--- src/rtl/reset_sequencer_pkg.sv ---
// Shared types and helpers for the staged reset sequencer.
package reset_sequencer_pkg;

  typedef enum logic [1:0] {
    HOLD_E,
    STRETCH_E,
    RELEASE_E,
    DONE_E
  } rst_seq_state_t;

  function automatic int rst_seq_max(input int a, input int b);
    return (a > b) ? a : b;
  endfunction

endpackage

--- src/rtl/reset_synchronizer.sv ---
// Async-assert / sync-deassert reset synchroniser: a chain of flops cleared by rst_n and fed with 1.
module reset_synchronizer #(
  parameter int SYNC_STAGES_P = 2
) (
  input  logic clk,
  input  logic rst_n,
  output logic rst_n_sync
);

  logic [SYNC_STAGES_P-1:0] sync_q;
  logic [SYNC_STAGES_P-1:0] sync_d;

  always_comb begin
    sync_d = {sync_q[SYNC_STAGES_P-2:0], 1'b1};
  end

  always_ff @(posedge clk or negedge rst_n) begin
    if (!rst_n) begin
      sync_q <= '0;
    end else begin
      sync_q <= sync_d;
    end
  end

  assign rst_n_sync = sync_q[SYNC_STAGES_P-1];

endmodule

--- src/rtl/reset_sequencer.sv ---
// Staged reset generator: synchronised, stretched release of NR_OF_STAGES_P active-low resets with software re-trigger.
module reset_sequencer
  import reset_sequencer_pkg::*;
#(
  parameter int NR_OF_STAGES_P   = 3,
  parameter int SYNC_STAGES_P    = 2,
  parameter int STRETCH_CYCLES_P = 16,
  parameter int STAGE_DELAY_P    = 8
) (
  input  logic                      clk,
  input  logic                      rst_n,
  input  logic                      sw_rst_req,
  output logic [NR_OF_STAGES_P-1:0] rst_n_out,
  output logic                      rst_done,
  output logic                      sw_rst_ack
);

  localparam int CNT_W = $clog2(rst_seq_max(STRETCH_CYCLES_P, STAGE_DELAY_P)) + 1;
  localparam logic [CNT_W-1:0] STRETCH_LAST = CNT_W'(STRETCH_CYCLES_P - 1);
  localparam logic [CNT_W-1:0] DELAY_LAST   = CNT_W'(STAGE_DELAY_P - 1);

  if (NR_OF_STAGES_P < 1) begin : g_bad_stages
    $error("reset_sequencer: NR_OF_STAGES_P must be >= 1");
  end
  if (SYNC_STAGES_P < 2) begin : g_bad_sync
    $error("reset_sequencer: SYNC_STAGES_P must be >= 2");
  end
  if (STRETCH_CYCLES_P < 1) begin : g_bad_stretch
    $error("reset_sequencer: STRETCH_CYCLES_P must be >= 1");
  end
  if (STAGE_DELAY_P < 1) begin : g_bad_delay
    $error("reset_sequencer: STAGE_DELAY_P must be >= 1");
  end

  logic rst_n_sync;

  reset_synchronizer #(
    .SYNC_STAGES_P(SYNC_STAGES_P)
  ) u_sync (
    .clk       (clk),
    .rst_n     (rst_n),
    .rst_n_sync(rst_n_sync)
  );

  rst_seq_state_t            state_q, state_d;
  logic [CNT_W-1:0]          cnt_q, cnt_d;
  logic [NR_OF_STAGES_P-1:0] out_q, out_d;
  logic                      done_q, done_d;
  logic                      ack_q, ack_d;
  logic                      sw_origin_q, sw_origin_d;

  always_comb begin
    state_d     = state_q;
    cnt_d       = cnt_q;
    out_d       = out_q;
    done_d      = done_q;
    ack_d       = 1'b0;
    sw_origin_d = sw_origin_q;
    case (state_q)
      HOLD_E: begin
        if (rst_n_sync) begin
          state_d = STRETCH_E;
          cnt_d   = '0;
        end
      end
      STRETCH_E: begin
        if (cnt_q == STRETCH_LAST) begin
          out_d    = '0;
          out_d[0] = 1'b1;
          state_d  = RELEASE_E;
          cnt_d    = '0;
        end else begin
          cnt_d = cnt_q + CNT_W'(1);
        end
      end
      RELEASE_E: begin
        // Done is entered one edge after the last stage release, so rst_done lags the final bit.
        if (&out_q) begin
          state_d     = DONE_E;
          cnt_d       = '0;
          done_d      = 1'b1;
          ack_d       = sw_origin_q;
          sw_origin_d = 1'b0;
        end else if (cnt_q == DELAY_LAST) begin
          out_d = (out_q << 1) | NR_OF_STAGES_P'(1);
          cnt_d = '0;
        end else begin
          cnt_d = cnt_q + CNT_W'(1);
        end
      end
      DONE_E: begin
        if (sw_rst_req) begin
          out_d       = '0;
          done_d      = 1'b0;
          sw_origin_d = 1'b1;
          state_d     = STRETCH_E;
          cnt_d       = '0;
        end
      end
      default: begin
        state_d = HOLD_E;
        cnt_d   = '0;
      end
    endcase
  end

  always_ff @(posedge clk or negedge rst_n) begin
    if (!rst_n) begin
      state_q     <= HOLD_E;
      cnt_q       <= '0;
      out_q       <= '0;
      done_q      <= 1'b0;
      ack_q       <= 1'b0;
      sw_origin_q <= 1'b0;
    end else begin
      state_q     <= state_d;
      cnt_q       <= cnt_d;
      out_q       <= out_d;
      done_q      <= done_d;
      ack_q       <= ack_d;
      sw_origin_q <= sw_origin_d;
    end
  end

  assign rst_n_out  = out_q;
  assign rst_done   = done_q;
  assign sw_rst_ack = ack_q;

endmodule

--- config.mk ---
export PLATFORM = sky130hd
export DESIGN_NAME = reset_sequencer
export DESIGN_NICKNAME = d
export VERILOG_FILES = /design/src/rtl/reset_sequencer_pkg.sv /design/src/rtl/reset_synchronizer.sv /design/src/rtl/reset_sequencer.sv
export SDC_FILE = /design/constraint.sdc
export NUM_CORES = 1
export LEC_CHECK = 0
export BUFFER_PORTS_ARGS = -buffer_cell sky130_fd_sc_hd__buf_2
export CAP_MARGIN = 15
export CORE_ASPECT_RATIO = 0.75
export CORE_UTILIZATION = 50
export CTS_BUF_LIST = sky130_fd_sc_hd__clkbuf_8
export DETAILED_ROUTE_END_ITERATION = 8
export GPL_ROUTABILITY_DRIVEN = 1
export GPL_TIMING_DRIVEN = 0
export PLACE_DENSITY = 0.69
export SLEW_MARGIN = 10
export SYNTH_ARGS = -nofsm -noshare
export SYNTH_HDL_FRONTEND = slang
export SYNTH_SLANG_ARGS = --single-unit
--- constraint.sdc ---
create_clock -name clk -period 5.8 [get_ports clk]
set_clock_uncertainty 0.05 [all_clocks]
set_input_delay 0.87 -clock clk [delete_from_list [all_inputs] [get_ports clk]]
set_output_delay 0.87 -clock clk [all_outputs]
set_load 0.1 [all_outputs]
==> flow_metrics.tcl, run 1 <==
set metrics [dict create \
    outcome "complete, no violations" \
    drtIter0Drc 29 \
    pre_cts_ws_ns 3.669 \
    h-tree-depth 1 \
    synth-edff-count 0 \
    worst-path-buf-inv 1 \
    fmax_ghz 0.4641 \
    seq_power_share_pct 53.5 \
    p_int_uw 156.1 \
    worstSetupEndpointType "flip-flop" \
    ctsHoldBuffers 0 \
    pwr-share-clk_pct 41.7 \
    place_area_um2 950.9 \
    grt_use_total_pct 21.74 \
    path_cells "ha_1 -> nand3_1 -> inv_1 -> ha_1 -> and2b_1 -> or3_1 -> a41oi_1 -> nor2_1" \
    fin_util_pct 63.17 \
    finalCritPeriodShare_pct 37.15 \
    setup_ws_ns 3.645 \
    multi_input_area_um2 488.0 \
    fin_setup_tns_ns 0 \
    power.density_nw_per_um2 198.8 \
    met2_usage_pct 31.67 \
    post-synth-top-area-cell "dfrtp_1" \
    coreArea_um2 1577 \
    slowest_delay_ns 0.39 \
    top_usage_layer "met2" \
    routed_via_density 5.639 \
    required_ns 5.89 \
    worstHoldPathType "flip-flop to flip-flop" \
    synthArstFlopShare_pct 100.0 \
    finalSetupViolations 0 \
    cts_root_buf "clkbuf_8" \
    cpLargestDelayFamily "simple AND/OR/NAND/NOR gates" \
    synth_top_area_share_pct 42.19 \
    syn_area_um2 889.6 \
    gr-usage-met3_pct 7.143 \
    worstPathArrival_ns 2.24 \
    areaGrowthSynthToFinish_pct 11.95 \
    power_switching_uw 41.87 \
    drc 0 \
    n_antenna_cell 0 \
    ant_nets 0 \
    syn-num-nets 98 \
    antenna_found_initial 0 \
    ys_types 32 \
    cts-buffers-inserted 3 \
    synth_cells 87 \
    synth_ff_type "dfrtp_1" \
    cts_resized 0 \
    die_h_um 38.53 \
    clk-insertion-delay-late_ns 0.25 \
    critPathSlowestCell "dfrtp_1" \
    seqCellArea_um2 375.4 \
    rows 12 \
    combPwrFrac_pct 4.8 \
    cts_setup_buffers 0 \
    path_clk_slew_ns 0.06 \
    clockBufferDepth 2 \
    crit_top_cell "ha_1" \
    fill_cells 131 \
    vias 671 \
    sw_frac_of_total_pct 21.15 \
    synth_area_leaders "dfrtp_1, ha_1, nand3_1" \
    crit_path_start_kind "flip-flop" \
    grt_max_degree 16 \
    rsz0062_at_grt "false" \
    maxSlewViolCount 0 \
    leakagePower_uw 0.0004425 \
    synth_area_per_cell_um2 10.23 \
    dr.pass1.iters 4 \
    grt_pass1_vias 601 \
    grt-ovfl-total 0 \
    io_pins 8 \
    cts_num_sinks 15 \
    vdd_drop_max_mv 0.1756 \
    yosys_warnings 0 \
    gp_congestion 0.8055 \
    die-area_um2 1954 \
    finalHoldViolCount 0 \
    timing.max_cap.violations 0 \
    wl_per_cell_um 14.03 \
    grt_pass1_wl_um 2884 \
    cts_tree "done" \
    port_buffers 7 \
    wirelength_um 1670 \
    period_needed_ns 2.155 \
    start_util_pct 56.43 \
    drive_gt1_share_pct 16.33 \
    grtUsageMet1_pct 29.02 \
    place_hpwl_um 1259 \
    cp_max_fo 6 \
    path_class "flip-flop to flip-flop" \
    synth_seq_cells 15 \
    postLayoutCellArea_um2 996.0 \
    die_w_um 50.71 \
    finalNetCount 110 \
    synth_seq_area_share_pct 42.19 \
]
flip-flops by register name, summed over array words and instances (netlist names):
name and flops:
rst_n_out 3, sw_origin_q 1, cnt_q 5, state_q 2, sw_rst_ack 1, u_sync.sync_q 2
rst_done 1
synth_stat cells (3+ instances only):
| library cell | instances |
|---|---|
| nand3_1 | 6 |
| inv_1 | 5 |
| nor2_1 | 6 |
| nor2b_1 | 3 |
| nand2_1 | 8 |
| ha_1 | 8 |
| a21oi_1 | 5 |
| o21ai_0 | 3 |
| dfrtp_1 | 15 |
power by group through the flow:
stage | combinational [µW] | sequential, µW | clock (µW)
after floorplan | 5.67 | 108 | 0
after global placement | 9.49 | 108 | 0
after detailed placement | 9.63 | 108 | 0
after CTS | 9.63 | 106 | 86.6
after global routing | 11.0 | 106 | 90.5
final | 9.51 | 106 | 82.6
logic make-up (layout without fill, tap and decap cells):
logic type                 count (synthesis)  after routing  share of synthesized area (%)
buffers and inverters                      7             18                          2.954
other                                      1              1                         0.4215
AOI/OAI and AO/OA                         21             21                          18.85
and+or+nand+nor                           34             34                          23.21
DFF                                       15             15                          42.19
muxes                                      1              1                          1.125
adders and majority gates                  8              8                          11.25
metrics by stage:
stage                     cells  hold slack [ns]  total power (µW)
final                       119           0.3043             198.0
after CTS                   119           0.3128             202.1
after floorplan              87           0.2812             113.4
after detailed placement    115           0.2990             117.4
after global routing        119           0.3132             207.3
after global placement      115           0.2941             117.3
worst register-to-register path, stage by stage (launching register included):
cell     delay, ns
dfrtp_1       0.39
ha_1          0.30
nand3_1       0.13
inv_1         0.07
ha_1          0.13
and2b_1       0.26
or3_1         0.39
a41oi_1       0.25
nor2_1        0.06
metal layers:
| metal | wire length (µm) | vias up |
|---|---|---|
| met2 | 707 | 20 |
| met1 | 830 | 311 |
| met3 | 96 | 5 |
| li1 | - | 335 |
| met5 | 0 | - |
| met4 | 36 | 0 |
cell usage in the layout, fill, tap and decap left out, drive strengths merged, types with 3 or more instances in the layout:
master	Yosys	routed
inv	5	6
dfrtp	15	15
nand3	7	7
o21ai	4	4
ha	8	8
nand2	8	8
a21oi	5	5
nor2b	3	3
clkbuf	2	5
nor2	6	6
buf	0	7
cell type report:
cell class	count	area share (%)
well taps	21	2.638
flip-flops and latches	15	37.69
plain buffers	2	0.7538
repair buffers	7	3.518
clock inverters	1	0.3769
clock buffers	3	4.146
multi-input cells	65	48.99
inverters	5	1.884
worst paths after layout:
kind                                   from               end  slack (ns)  cells past startpoint
max                                cnt_q[0]      rst_n_out[0]        3.65                      8
min                        u_sync.sync_q[0]  u_sync.sync_q[1]        0.30                      0
max reg2reg                        cnt_q[0]      rst_n_out[0]        3.65                      8
min reg2reg                u_sync.sync_q[0]  u_sync.sync_q[1]        0.30                      0
max in group asynchronous             rst_n        state_q[0]        4.99                      1
min in group asynchronous             rst_n          cnt_q[2]        0.46                      1
(Power assumes the default switching activity.)
==> inputs of run 2 (changes only) <==
--- a/config.mk
+++ b/config.mk
@@ -13,7 +13,7 @@
 export DETAILED_ROUTE_END_ITERATION = 8
 export GPL_ROUTABILITY_DRIVEN = 1
 export GPL_TIMING_DRIVEN = 0
-export PLACE_DENSITY = 0.69
+export PLACE_DENSITY = 0.72
 export SLEW_MARGIN = 10
 export SYNTH_ARGS = -nofsm -noshare
 export SYNTH_HDL_FRONTEND = slang
==> constraint.sdc (replaced) <==
create_clock -name clk -period 1.9 [get_ports clk]
set_clock_uncertainty 0.05 [all_clocks]
set_input_delay 0.285 -clock clk [delete_from_list [all_inputs] [get_ports clk]]
set_output_delay 0.285 -clock clk [all_outputs]
set_load 0.1 [all_outputs]
==> run 2 against run 1 <==
The flow now finishes with violations (negative setup slack). Combinational power grew to 3.9 times the previous value. Critical path type unchanged. Largest cell class unchanged. Sequential share of layout area shrank 4.3 points. Clock-buffer cell count stayed put. Power increased to 3.1 times the previous value. Critical path depth rose by 1.
==> flow_metrics.tcl, run 2 (synthesized netlist as in run 1, its figures left out) <==
set metrics [dict create \
    ant_nets 0 \
    crit_path_start_kind "flip-flop" \
    leakagePower_uw 0.0004900 \
    regToRegEndpoint "cnt_q[3]" \
    path_class "flip-flop to flip-flop" \
    power_switching_uw 132.6 \
    min_to "sw_origin_q" \
    finalSetupViolations 3 \
    gp_congestion 0.8067 \
    drtIter0Drc 25 \
    slowest_delay_ns 0.40 \
    cp_max_fo 4 \
    pwr-share-clk_pct 41.3 \
    cts-buffers-inserted 3 \
    clk-insertion-delay-late_ns 0.25 \
    fmax_ghz 0.5129 \
    rsz0062_at_grt "true" \
    seq_power_share_pct 52.7 \
    most-common-layout-cells "dfrtp_1, nand2_1, buf_2, buf_4" \
    vdd_drop_max_mv 0.5869 \
    hp-start "sw_rst_req" \
    grt-ovfl-total 0 \
    path_clk_slew_ns 0.06 \
    postLayoutCellArea_um2 1136 \
    finalCritPeriodShare_pct 102.6 \
    reg2reg_depth 9 \
    worstHoldPathType "input pin to flip-flop" \
    die_w_um 50.71 \
    grt_pass1_wl_um 3008 \
    drc 0 \
    largest_register_ff_count 5 \
    grt_pass1_vias 623 \
    maxSlewViolCount 0 \
    grt_use_total_pct 22.47 \
    die-area_um2 1954 \
    vias 714 \
    critPathSlowestCell "dfrtp_1" \
    r2r_slack_ns -0.05 \
    wl_per_cell_um 15.61 \
    seqCellArea_um2 379.1 \
    coreArea_um2 1577 \
    worstSetupEndpointType "flip-flop" \
    fin_total_pwr_uw 613.0 \
    cts_num_sinks 15 \
    failed_checks "negative setup slack" \
    cts_root_buf "clkbuf_8" \
    dr.pass1.iters 4 \
    areaGrowthSynthToFinish_pct 27.71 \
    timing.max_cap.violations 0 \
    finalNetCount 118 \
    layout_commonest_cell "dfrtp_1" \
    fill_cells 113 \
    p_int_uw 480.4 \
    setup_ws_ns -0.04951 \
    io_pins 8 \
    place_hpwl_um 1240 \
    rows 12 \
    path_cells "ha_4 -> nand3_2 -> inv_2 -> ha_4 -> and2b_2 -> a2111oi_4 -> buf_4 -> a211o_4 -> o21ai_2" \
    multi_input_area_um2 560.5 \
    cts_tree "done" \
    die_h_um 38.53 \
    required_ns 1.98 \
    finalHoldViolCount 0 \
    fin_setup_tns_ns -0.06961 \
    grt_max_degree 16 \
    place_area_um2 957.2 \
    crit_top_cell "ha_4" \
    hold_depth 3 \
    outcome "complete, but fails checks" \
    period_needed_ns 1.950 \
    largest_register "cnt_q" \
    drive_gt1_share_pct 36.79 \
    wirelength_um 1982 \
    h-tree-depth 1 \
    power.density_nw_per_um2 539.6 \
    clockBufferDepth 2 \
    rr_startpoint "cnt_q[1]" \
    worstPathArrival_ns 2.03 \
    n_antenna_cell 0 \
    combPwrFrac_pct 6.0 \
    start_util_pct 56.43 \
    port_buffers 7 \
    sw_frac_of_total_pct 21.63 \
    routed_via_density 5.622 \
    antenna_found_initial 0 \
]
==> run 2: worst max-delay path by stage <==
stage	from	to	slack, ns
global placement	cnt_q[0]	rst_n_out[0]	-0.12
CTS	cnt_q[1]	rst_n_out[0]	0.02
detailed placement	cnt_q[0]	rst_n_out[0]	-0.19
global route	cnt_q[1]	cnt_q[3]	-0.1
finish	cnt_q[1]	cnt_q[3]	-0.05
floorplan	cnt_q[0]	rst_n_out[0]	0.008
==> run 2: repair_timing <==
action,in CTS,in global routing
endpoints found under the setup margin,4,9
buffers inserted,4,3
hold endpoints to repair,15,0
gates resized for setup,6,13
hold buffers,1,0
pin swaps,2,5
==> run 2: cell type report <==
class                      count  area share (%)
buffer                         2          0.7709
clock buffer                   3           3.634
clock inverter                 1          0.3304
inverter                       5           1.652
multi-input combinational     65           49.34
sequential                    15           33.37
tap                           21           2.313
timing repair buffer          15           8.590
==> run 2: worst max-delay path: cells and delay by family (launching register included) <==
kind | cells | cell delay, ns
adder cells (fa/ha/maj) | 2 | 0.28
AND/OR/NAND/NOR | 2 | 0.35
flip-flops | 1 | 0.40
AO/OA/AOI/OAI | 3 | 0.48
buffers and inverters | 2 | 0.28
==> run 2: metrics by stage <==
stage	utilization [%]	hold WS [ns]	instances	worst slack, ns
2_1_floorplan	-	-0.06059	87	0.007654
3_3_place_gp	60.71	0.1542	115	-0.1207
3_5_place_dp	60.71	0.1564	115	-0.1939
4_1_cts	68.10	0.2888	124	0.01823
5_1_grt	72.06	0.3182	127	-0.09579
6_report	72.06	0.2954	127	-0.04951
==> run 2: routing by layer <==
layer | track usage (%) | share of wire [%]
met1 | 29.58 | 47
met2 | 35.00 | 47
met3 | 7.540 | 3.9
met4 | 6.944 | 2.1
met5 | 0 | 0
==> run 2: power by group through the flow <==
stage | sequential [µW] | combinational (µW) | clock, µW
2_1_floorplan | 329 | 17.3 | 0
3_3_place_gp | 329 | 28.9 | 0
3_5_place_dp | 329 | 29.4 | 0
4_1_cts | 323 | 31.7 | 256
5_1_grt | 323 | 41.1 | 268
6_report | 323 | 36.8 | 253
